[config.mk]
export PLATFORM = sky130hd
export DESIGN_NAME = rand_draw_bank
export DESIGN_NICKNAME = d
export VERILOG_FILES = /design/src/rtl/rand_draw_pkg.sv /design/src/rtl/draw_sync.sv /design/src/rtl/rand_draw_bank.sv
export SDC_FILE = /design/constraint.sdc
export NUM_CORES = 1
export LEC_CHECK = 0
export CAP_MARGIN = 10
export CORE_MARGIN = 2
export CORE_UTILIZATION = 30
export CTS_CLUSTER_SIZE = 12
export DETAILED_ROUTE_END_ITERATION = 8
export GPL_TIMING_DRIVEN = 0
export SLEW_MARGIN = 20
export SYNTH_ARGS = -nofsm -noshare
export SYNTH_HDL_FRONTEND = slang
export SYNTH_HIERARCHICAL = 1
export SYNTH_SLANG_ARGS = --single-unit
[constraint.sdc]
create_clock -name clock -period 1.9 [get_ports clock]
set_input_delay 0.57 -clock clock [delete_from_list [all_inputs] [get_ports clock]]
set_output_delay 0.57 -clock clock [all_outputs]
set_load 0.02 [all_outputs]
[src/rtl/rand_draw_pkg.sv]
// Shared constants and the channel-offset wrap helper for rand_draw_bank.
package rand_draw_pkg;

  localparam int unsigned DRAW_CNT_W = 4;
  localparam logic [DRAW_CNT_W-1:0] DRAW_CNT_MAX = 4'd15;

  // base + k folded back into [mn..mx]; base <= mx and k < range, so one fold suffices.
  function automatic int unsigned wrap_add(input int unsigned base, input int unsigned k,
                                           input int unsigned mn, input int unsigned mx);
    int unsigned sum;
    sum = base + k;
    if (sum > mx) sum = sum - (mx - mn + 1);
    return sum;
  endfunction

endpackage

[src/rtl/draw_sync.sv]
// Push-button front end: 2-flop synchronizer and falling-edge detector (one hit per press).
module draw_sync (
  input  logic clock,
  input  logic reset_n,
  input  logic btn_n,
  output logic hit
);

  logic r_s1;
  logic r_s2;
  logic r_prev;

  always_ff @(posedge clock or negedge reset_n) begin
    if (!reset_n) begin
      r_s1   <= 1'b1;
      r_s2   <= 1'b1;
      r_prev <= 1'b1;
    end else begin
      r_s1   <= btn_n;
      r_s2   <= r_s1;
      r_prev <= r_s2;
    end
  end

  assign hit = r_prev & ~r_s2;

endmodule

[src/rtl/rand_draw_bank.sv]
// Multi-channel random draw generator: free-running MIN..MAX counter sampled on button presses.
// Optional per-channel saturating draw counters are built when RAND_DRAW_COUNT_EN is defined.
module rand_draw_bank
  import rand_draw_pkg::*;
#(
  parameter int unsigned WIDTH    = 5,
  parameter int unsigned MIN      = 1,
  parameter int unsigned MAX      = 31,
  parameter int unsigned CHANNELS = 2
) (
  input  logic                             clock,
  input  logic                             reset_n,
  input  logic                             enable,
  input  logic                             clear,
  input  logic [CHANNELS-1:0]              draw_n,
  output logic [CHANNELS*WIDTH-1:0]        q,
  output logic [CHANNELS-1:0]              valid,
  output logic [CHANNELS*DRAW_CNT_W-1:0]   draw_count
);

  logic [WIDTH-1:0]                 r_cnt;
  logic [CHANNELS-1:0]              w_hit;
  logic [CHANNELS-1:0][WIDTH-1:0]   w_off;
  logic [CHANNELS-1:0][WIDTH-1:0]   r_q;
  logic [CHANNELS-1:0]              r_valid;

  always_ff @(posedge clock or negedge reset_n) begin
    if (!reset_n) begin
      r_cnt <= WIDTH'(MIN);
    end else if (enable) begin
      r_cnt <= (r_cnt == WIDTH'(MAX)) ? WIDTH'(MIN) : r_cnt + 1'b1;
    end
  end

  for (genvar g = 0; g < CHANNELS; g++) begin : g_sync
    draw_sync u_sync (
      .clock   (clock),
      .reset_n (reset_n),
      .btn_n   (draw_n[g]),
      .hit     (w_hit[g])
    );
  end

  // Lower-indexed simultaneous hits each claim one step, keeping same-cycle draws distinct.
  always_comb begin
    int unsigned v_k;
    v_k   = 0;
    w_off = '0;
    for (int unsigned i = 0; i < CHANNELS; i++) begin
      w_off[i] = WIDTH'(wrap_add(32'(r_cnt), v_k, MIN, MAX));
      if (w_hit[i]) v_k++;
    end
  end

  always_ff @(posedge clock or negedge reset_n) begin
    if (!reset_n) begin
      r_q     <= '0;
      r_valid <= '0;
    end else if (clear) begin
      r_q     <= '0;
      r_valid <= '0;
    end else begin
      r_valid <= w_hit;
      for (int unsigned i = 0; i < CHANNELS; i++) begin
        if (w_hit[i]) r_q[i] <= w_off[i];
      end
    end
  end

  assign q     = r_q;
  assign valid = r_valid;

`ifdef RAND_DRAW_COUNT_EN
  logic [CHANNELS-1:0][DRAW_CNT_W-1:0] r_dcnt;

  always_ff @(posedge clock or negedge reset_n) begin
    if (!reset_n) begin
      r_dcnt <= '0;
    end else if (clear) begin
      r_dcnt <= '0;
    end else begin
      for (int unsigned i = 0; i < CHANNELS; i++) begin
        if (w_hit[i] && r_dcnt[i] != DRAW_CNT_MAX) r_dcnt[i] <= r_dcnt[i] + 1'b1;
      end
    end
  end

  assign draw_count = r_dcnt;
`else
  assign draw_count = '0;
`endif

endmodule

==> results of run 1 <==
==> routing by layer <==
layer	global-route usage [%]	vias up
li1	-	418
met3	2.04	4
met2	20.0	16
met1	12.4	394
met5	0	-
met4	4.59	0
==> through the flow <==
step                TNS (ps)  utilization (%)
floorplan                  0                -
global placement       -16.8             38.4
detailed placement     -68.1             38.4
CTS                     -127             39.6
global route           -23.0             40.4
finish                     0             40.4
==> cell type report <==
cell class                      instances  share of cell area (%)
Tap cell                               48                    4.03
Clock buffer                            4                    3.02
Sequential cell                        23                    39.2
Multi-Input combinational cell         74                    34.4
Buffer                                 14                    6.54
Inverter                                3                   0.755
Timing Repair Buffer                   19                    12.1
==> cells by family (layout without fill, tap and decap cells) <==
group           Yosys count  in the layout  share of synthesized area, %
simple gates             31             31                          16.8
compound gates           26             26                          14.5
flops                    23             23                          50.4
buf+inv                  17             40                          9.38
fa+ha+maj                 5              5                          5.39
xor+xnor                  3              3                          2.27
other cells               1              8                         0.323
mux                       1              1                         0.971
==> cells in the final DEF, fill, tap and decap left out, types with 4 or more instances in the layout <==
cell / n
dfrtp_1: 16
clkdlybuf4s50_1: 16
dfstp_2: 7
conb_1: 8
buf_4: 12
clkbuf_1: 4
o211ai_1: 4
a21oi_1: 7
nand2b_1: 6
nor2_1: 5
o21ai_0: 6
==> report_power, final <==
group	internal (uW)	switching, uW
registers	573	59.2
logic	257	316
clock network	150	148
total	979	523
==> state kept, by name (all words and copies together), names as in the netlist <==
signal	flops
g_sync.u_sync/r_prev	2
valid	2
g_sync.u_sync/r_s2	2
q	10
r_cnt	5
g_sync.u_sync/r_s1	2
==> what timing repair did <==
action | 4_1_cts | 5_1_grt
gates resized for setup | 0 | 7
pin swaps | 0 | 2
setup endpoints to repair | 3 | 5
setup buffers | 0 | 2
==> worst max-delay path by stage <==
| stage | from | end | slack (ps) | depth (start not counted) |
|---|---|---|---|---|
| 2_1_floorplan | r_cnt[0]$_DFFE_PN1P_ | q[1]$_DFFE_PN0P_ | 190 | 6 |
| 4_1_cts | r_cnt[0]$_DFFE_PN1P_ | q[4]$_DFFE_PN0P_ | -50 | 6 |
| 3_3_place_gp | r_cnt[0]$_DFFE_PN1P_ | q[4]$_DFFE_PN0P_ | -20 | 6 |
| 3_5_place_dp | r_cnt[0]$_DFFE_PN1P_ | q[4]$_DFFE_PN0P_ | -30 | 6 |
| 6_report | q[2]$_DFFE_PN0P_ | q[2] | 90 | 1 |
| 5_1_grt | r_cnt[0]$_DFFE_PN1P_ | q[0]$_DFFE_PN0P_ | -20 | 7 |
==> metrics.txt, run 1 <==
outcome=completed; Placed Area=1420 um2; Worst path slowest cell=clkdlybuf4s50_1; Post-synth top cells=dfrtp_1, buf_4, a21oi_1, dfstp_2; Slew @ Worst Pin=508 ps; FF-to-FF End=q[1]$_DFFE_PN0P_; I/O pins=26; chip width=66.2 um; Cells after DPL=179; CTS H-Tree Depth=1; Place WS=-33.3 ps; crit path time final=1810 ps; dominant synthesized flop cell=dfrtp_1; final instance area=1490 um2; Max Cap Viol=0; worst hold path class=primary input to asynchronous set/reset pin; antenna violations before repair=0; CP cell instances=clkdlybuf4s50_1; Ys Warns=6; remaining routing DRC violations=0; die area=4380 um2; Hold Violations, Final=0; Final nets=149; Seq/Total Area, Yosys=50.4%; Register Area=584 um2; R2R depth=7; Max Root-Sink Buffers=2; core area=3690 um2; hpwl dp=1520 um; RR Startpoint=r_cnt[1]$_DFFE_PN0P_; period utilization=95.0%; Via Count=832; Synth-to-Final Area Change=28.6%; Critical Path RT=1330 ps; cts hold-fix bufs=0; post-route total power=1500 uW; Crit path arrival time=1240 ps; Max-slew headroom=66.1%; count of cell types in the netlist=31; worst setup path class=register to output port; PwrDens=1010 nW/um2; Synth Cell Area=1160 um2; crit path capture type=output port; largest net degree at the start of global routing=24; GP Congestion=0.772; top post-synthesis cells by area=dfrtp_1, dfstp_2, buf_4; EDFF count, synth=0; cts bufs inserted=3; Fillers=366; top cell type's share of synthesized area=34.5%; Antenna Violating Nets Remaining=0; aggregate routed wire length=2100 um; Setup-failing EPs final=0; wire per inst=11.4 um; R2R Setup Slk=100 ps; critical path's top delay family=buffers and inverters; max-slew violations=0; Seq cells post-synth=23; vias per cell=4.50; clk_lat worst skew=260 ps; vias in the first global route=864; Initial Utilization=31.4%; Inserted Diodes=0; most numerous cell in the Yosys netlist=dfrtp_1; GR Overflow Total=0; startpoint types=register; LEAKAGE=0.000628 uW; Multi-input gate area=513 um2; DRT iter0 DRCs=28; Worst Clk Skew=2.92 ps; routed length on met1=934 um; Worst VDD drop=0.290 mV; Max Used Layer=met4; fin worst setup slack=94.8 ps; CTS sink count=23; Max Fclk=554 MHz; die height=66.2 um; crit-path max FO=2; clk root buf=clkbuf_8; cell taking the most area after synthesis=dfrtp_1; hold slack=271 ps; synthesized area per cell=10.8 um2; share of cells above drive strength 1=24.8%; PortBufs=17; Layout Cells excl Fill=185; Async SR Flop Fraction=100%; CTS tree=yes; met2 WL=1050 um; GRT Total Usage=11.0%; first-pass GRT wire length=3730 um; drt pass-1 iters=4; max incr delay on CP=610 ps; routed wl met3=80 um; FP Rows=22; synthesized instance count=107; clock-pin slew on the worst setup and hold paths=80 ps; WP buf/inv=1
No activity file was read; power rests on OpenSTA's default activity.
==> run 2, diff against run 1 <==
--- a/config.mk
+++ b/config.mk
@@ -11,6 +11,7 @@
 export CTS_CLUSTER_SIZE = 12
 export DETAILED_ROUTE_END_ITERATION = 8
 export GPL_TIMING_DRIVEN = 0
+export SKIP_LAST_GASP = 1
 export SLEW_MARGIN = 20
 export SYNTH_ARGS = -nofsm -noshare
 export SYNTH_HDL_FRONTEND = slang
==> results of run 2 <==
The final DEF is identical to that of run 1; final timing and power are the same.
